[src/rtl/sr_excitation_driver_if.sv]
// Target handshake and SR-bank excitation/feedback bundle for sr_excitation_driver.
interface sr_excitation_driver_if #(
   parameter int unsigned Width = 8
) ();
   logic             tgt_valid;
   logic [Width-1:0] tgt_data;
   logic             tgt_ready;
   logic [Width-1:0] q_fb;
   logic [Width-1:0] s_out;
   logic [Width-1:0] r_out;
   logic             busy;
   logic             done;
   logic [Width-1:0] mismatch;

   modport master (
      output tgt_valid, tgt_data, q_fb,
      input  tgt_ready, s_out, r_out, busy, done, mismatch
   );

   modport slave (
      input  tgt_valid, tgt_data, q_fb,
      output tgt_ready, s_out, r_out, busy, done, mismatch
   );
endinterface

[src/rtl/sr_excitation_driver.sv]
// Drives a bank of SR flip-flops toward a target word, then checks the bank feedback.
// Define SR_EXCITE_FORCE_EN to excite every bit explicitly instead of only changed bits.
module sr_excitation_driver #(
   parameter int unsigned Width       = 8,
   parameter int unsigned DriveCycles = 1
) (
   input logic                   clk_i,
   input logic                   rst_ni,
   sr_excitation_driver_if.slave bus_io
);

   localparam int unsigned CntW = (DriveCycles > 1) ? $clog2(DriveCycles) : 1;

   typedef enum logic [1:0] {StIdle, StDrive, StSettle} state_e;

   state_e           state_q, state_d;
   logic [CntW-1:0]  cnt_q, cnt_d;
   logic [Width-1:0] tgt_q, tgt_d;
   logic [Width-1:0] s_q, s_d;
   logic [Width-1:0] r_q, r_d;
   logic             done_q, done_d;
   logic [Width-1:0] mismatch_q, mismatch_d;
   logic [Width-1:0] set_exc, rst_exc;

   // Set and reset terms are derived from t and ~t, so they can never both be high.
`ifdef SR_EXCITE_FORCE_EN
   assign set_exc = bus_io.tgt_data;
   assign rst_exc = ~bus_io.tgt_data;
`else
   assign set_exc = bus_io.tgt_data & ~bus_io.q_fb;
   assign rst_exc = ~bus_io.tgt_data & bus_io.q_fb;
`endif

   always_comb begin
      state_d    = state_q;
      cnt_d      = cnt_q;
      tgt_d      = tgt_q;
      s_d        = s_q;
      r_d        = r_q;
      done_d     = 1'b0;
      mismatch_d = mismatch_q;
      unique case (state_q)
         StIdle: begin
            if (bus_io.tgt_valid) begin
               tgt_d   = bus_io.tgt_data;
               s_d     = set_exc;
               r_d     = rst_exc;
               cnt_d   = '0;
               state_d = StDrive;
            end
         end
         StDrive: begin
            if (cnt_q == CntW'(DriveCycles - 1)) begin
               s_d     = '0;
               r_d     = '0;
               state_d = StSettle;
            end else begin
               cnt_d = cnt_q + CntW'(1);
            end
         end
         StSettle: begin
            mismatch_d = bus_io.q_fb ^ tgt_q;
            done_d     = 1'b1;
            state_d    = StIdle;
         end
         default: begin
            s_d     = '0;
            r_d     = '0;
            state_d = StIdle;
         end
      endcase
   end

   always_ff @(posedge clk_i or negedge rst_ni) begin
      if (!rst_ni) begin
         state_q    <= StIdle;
         cnt_q      <= '0;
         tgt_q      <= '0;
         s_q        <= '0;
         r_q        <= '0;
         done_q     <= 1'b0;
         mismatch_q <= '0;
      end else begin
         state_q    <= state_d;
         cnt_q      <= cnt_d;
         tgt_q      <= tgt_d;
         s_q        <= s_d;
         r_q        <= r_d;
         done_q     <= done_d;
         mismatch_q <= mismatch_d;
      end
   end

   assign bus_io.tgt_ready = (state_q == StIdle);
   assign bus_io.busy      = (state_q != StIdle);
   assign bus_io.s_out     = s_q;
   assign bus_io.r_out     = r_q;
   assign bus_io.done      = done_q;
   assign bus_io.mismatch  = mismatch_q;

endmodule
[src/flat_wrapper.sv]
// flat-port wrapper written by rule: the top's interface ports become plain ports
module sr_excitation_driver_flat 
#(
   parameter int unsigned Width       = 8,
   parameter int unsigned DriveCycles = 1
)
  (clk_i, rst_ni, bus_io_tgt_valid, bus_io_tgt_data, bus_io_q_fb, bus_io_tgt_ready, bus_io_s_out, bus_io_r_out, bus_io_busy, bus_io_done, bus_io_mismatch);
  sr_excitation_driver_if #(.Width(Width)) bus_io_i ();
  input logic clk_i;
  input logic rst_ni;
  input wire logic [$bits(bus_io_i.tgt_valid)-1:0] bus_io_tgt_valid;
  input wire logic [$bits(bus_io_i.tgt_data)-1:0] bus_io_tgt_data;
  input wire logic [$bits(bus_io_i.q_fb)-1:0] bus_io_q_fb;
  output wire logic [$bits(bus_io_i.tgt_ready)-1:0] bus_io_tgt_ready;
  output wire logic [$bits(bus_io_i.s_out)-1:0] bus_io_s_out;
  output wire logic [$bits(bus_io_i.r_out)-1:0] bus_io_r_out;
  output wire logic [$bits(bus_io_i.busy)-1:0] bus_io_busy;
  output wire logic [$bits(bus_io_i.done)-1:0] bus_io_done;
  output wire logic [$bits(bus_io_i.mismatch)-1:0] bus_io_mismatch;
  assign bus_io_i.tgt_valid = bus_io_tgt_valid;
  assign bus_io_i.tgt_data = bus_io_tgt_data;
  assign bus_io_i.q_fb = bus_io_q_fb;
  assign bus_io_tgt_ready = bus_io_i.tgt_ready;
  assign bus_io_s_out = bus_io_i.s_out;
  assign bus_io_r_out = bus_io_i.r_out;
  assign bus_io_busy = bus_io_i.busy;
  assign bus_io_done = bus_io_i.done;
  assign bus_io_mismatch = bus_io_i.mismatch;
  sr_excitation_driver #(.Width(Width), .DriveCycles(DriveCycles)) u_core (.clk_i(clk_i), .rst_ni(rst_ni), .bus_io(bus_io_i));
endmodule
[config.mk]
export PLATFORM = sky130hd
export DESIGN_NAME = sr_excitation_driver_flat
export DESIGN_NICKNAME = d
export VERILOG_FILES = /design/src/rtl/sr_excitation_driver_if.sv /design/src/rtl/sr_excitation_driver.sv /design/src/flat_wrapper.sv
export SDC_FILE = /design/constraint.sdc
export NUM_CORES = 1
export LEC_CHECK = 0
export BUFFER_PORTS_ARGS = -buffer_cell sky130_fd_sc_hd__buf_2
export CORE_MARGIN = 8
export CORE_UTILIZATION = 50
export DETAILED_ROUTE_END_ITERATION = 16
export PLACE_DENSITY = 0.74
export SLEW_MARGIN = 30
export SYNTH_ARGS = -nofsm -noshare
export SYNTH_HDL_FRONTEND = slang
export SYNTH_SLANG_ARGS = --single-unit
[constraint.sdc]
create_clock -name clk_i -period 1.9 [get_ports clk_i]
set_clock_uncertainty 0.2 [all_clocks]
set_input_delay 0.38 -clock clk_i [delete_from_list [all_inputs] [get_ports clk_i]]
set_output_delay 0.38 -clock clk_i [all_outputs]
set_load 0.01 [all_outputs]
==> metrics.yaml <==
timing:
  max_freq_ghz: 0.609
  tns_ns: 0
  tightest_slew_ns: 0.758
  rsz0062_at_grt: "false"
  maxSlewViolCount: 0
  relSlewSlack_pct: 49.5
  fin_crit_ns: 1.64
  finalSetupViolCount: 0
  hold_viol: 0
  fin_crit_sh_pct: 86.4
route:
  avgRoutedWirePerCell_um: 15.0
  viasPerCell: 5.11
  num_vias: 1084
  wl_um: 3180
  firstDrtPassIters: 3
  drc: 0
  ant_nets: 0
  drt_iter0_drc: 48
cts:
  root_buffer: "clkbuf_4"
  cts_setup_buffers: 0
  cts_made_buffers: 5
  clk_pin_slew_ns: 0.09
  worstSkewPairLatency_ns: 0.32
  htree_levels: 2
  cts.sinks: 35
  tritoncts: "yes"
  cts_max_path_buffers: 2
logic_synthesis:
  ys_types: 17
  ys_warn_count: 0
  yosys-top-cells-count: "dfrtp_1, nand2_1, a21oi_1, nand3b_1"
  syn-num-nets: 150
  async_reset_ff_share_pct: 100
  synthTopCellsByArea: "dfrtp_1, mux2_4, nand3b_1"
  ys.flop_type: "dfrtp_1"
  synthMostInstantiatedCell: "dfrtp_1"
  syn_area_um2: 1510
  synth_area_leader_cell: "dfrtp_1"
  synth.avg_cell_area_um2: 11.5
  seq_area_frac_synth_pct: 58.2
  synth_cells: 131
  synth_edf_count: 0
  ys_ff_latch: 35
  synth_top_area_share_pct: 58.2
final_layout:
  layout.nets: 199
  area_growth_pct: 19.4
  fin_util_pct: 60.8
  diodes: 0
  drive_above_1_share_pct: 35.8
placement:
  hpwl_um: 2390
  place.gp.congestion: 0.818
  io_buffers: 45
worst_setup_path:
  crit_path_end_kind: "output port"
  worst_ep_required_time_ns: 1.32
  critPathLaunchType: "flop"
  critPathKind: "reg2out"
  crit_fanout: 4
  critPathArrivalTime_ns: 1.06
power:
  p_total_uw: 1910
  power.density_nw_per_um2: 1060
  leakagePower_uw: 0.000902
  irDropWorstVdd_mv: 0.525
hold_path:
  holdCritPathClass: "in2reg"
global_routing:
  grtUsageTotal_pct: 13.7
  grt_pass1_vias: 1161
  antenna_found_initial: 0
  gr-total-overflow: 0
  grt_max_degree: 36
  grt_pass1_wl_um: 5460
floorplan:
  die_w_um: 70.9
  die_area_um2: 5020
  io_pins: 46
  fp-row-count: 20
  coreArea_um2: 2950
  start_util_pct: 51.0
  die_height_um: 70.9
outcome:
  status: "finished clean"
job:
  max_cap_viol_count: 0
[registers in the layout (all words and copies together), names as in the netlist]
register                flops
u_core.state_q              2
u_core.bus_io.s_out         8
u_core.tgt_q                8
u_core.bus_io.r_out         8
u_core.bus_io.mismatch      8
u_core.bus_io.done          1
[final timing paths]
check                                                 startpoint                               endpoint  slack [ns]  cells after the start
max in group asynchronous                                 rst_ni     u_core.bus_io.r_out[3]$_DFFE_PN0P_        0.56                      2
setup reg to reg                   u_core.state_q[1]$_DFFE_PN0P_     u_core.bus_io.s_out[4]$_DFFE_PN0P_        0.35                      3
setup / recovery                   u_core.state_q[0]$_DFFE_PN0P_                            bus_io_busy        0.26                      3
hold / removal                                bus_io_tgt_data[4]            u_core.tgt_q[4]$_DFFE_PN0P_        0.11                      2
hold reg to reg            u_core.bus_io.mismatch[7]$_DFFE_PN0P_  u_core.bus_io.mismatch[7]$_DFFE_PN0P_        0.28                      2
min in group asynchronous                                 rst_ni            u_core.tgt_q[7]$_DFFE_PN0P_        0.46                      2
[power by group]
part | internal, uW | total (uW) | switching (uW) | leakage, uW
Combinational | 272 | 551 | 279 | 0.000431
Clock | 132 | 350 | 218 | 0.0000242
Sequential | 912 | 1010 | 98.2 | 0.000447
Total | 1320 | 1910 | 596 | 0.000902
[stage by stage]
step           setup WS [ns]  cells  instance area (um2)  hold slack, ns
3_5_place_dp           0.356    205                 1750           0.269
3_3_place_gp           0.462    205                 1750           0.258
2_1_floorplan          0.373    131                 1510          -0.116
6_report               0.258    212                 1800           0.112
4_1_cts                0.243    212                 1800           0.101
5_1_grt                0.190    212                 1800          0.0979
[cell type report]
cell class	instances	area (um2)
clock buffer	6	41.3
fill	260	1160
inverter	2	7.51
multi-input combinational	86	566
sequential	35	876
tap	33	41.3
timing repair buffer	50	265
[worst max-delay path, stage by stage (launching register included)]
cell and delay (ns):
dfrtp_1 0.44, nor2_4 0.13, inv_1 0.04, buf_2 0.13
[cells in the final DEF (no fill, tap or decap)]
cell type	count
a21oi_1	16
and2_4	1
buf_2	45
buf_4	4
clkbuf_1	1
clkbuf_4	5
dfrtp_1	35
dlygate4sd3_1	1
inv_1	2
mux2_4	8
nand2_1	24
nand2b_1	2
nand3b_1	16
nor2_4	1
nor2b_1	2
o21ai_0	7
o21ai_1	1
xnor2_1	8
[kinds of logic after synthesis]
group                  Yosys count  share of synthesized area [%]
AO/OA/AOI/OAI                   24                           7.98
AND/OR/NAND/NOR                 46                           17.0
flip-flops                      35                           58.2
XOR/XNOR                         8                           4.66
multiplexers                     8                           7.98
buffers and inverters           10                           4.24
[metal layers]
metal	up-vias	wire length [um]	GRT usage, %
li1	533	-	-
met4	0	43	7.62
met2	28	1540	21.7
met3	6	226	5.79
met1	517	1370	15.1
met5	-	0	0
[what timing repair did]
action                                 CTS  global route
hold buffers                             1             0
gates resized for setup                  0             0
endpoints found under the hold margin   35             0
Power figures use the tool's default switching activity.
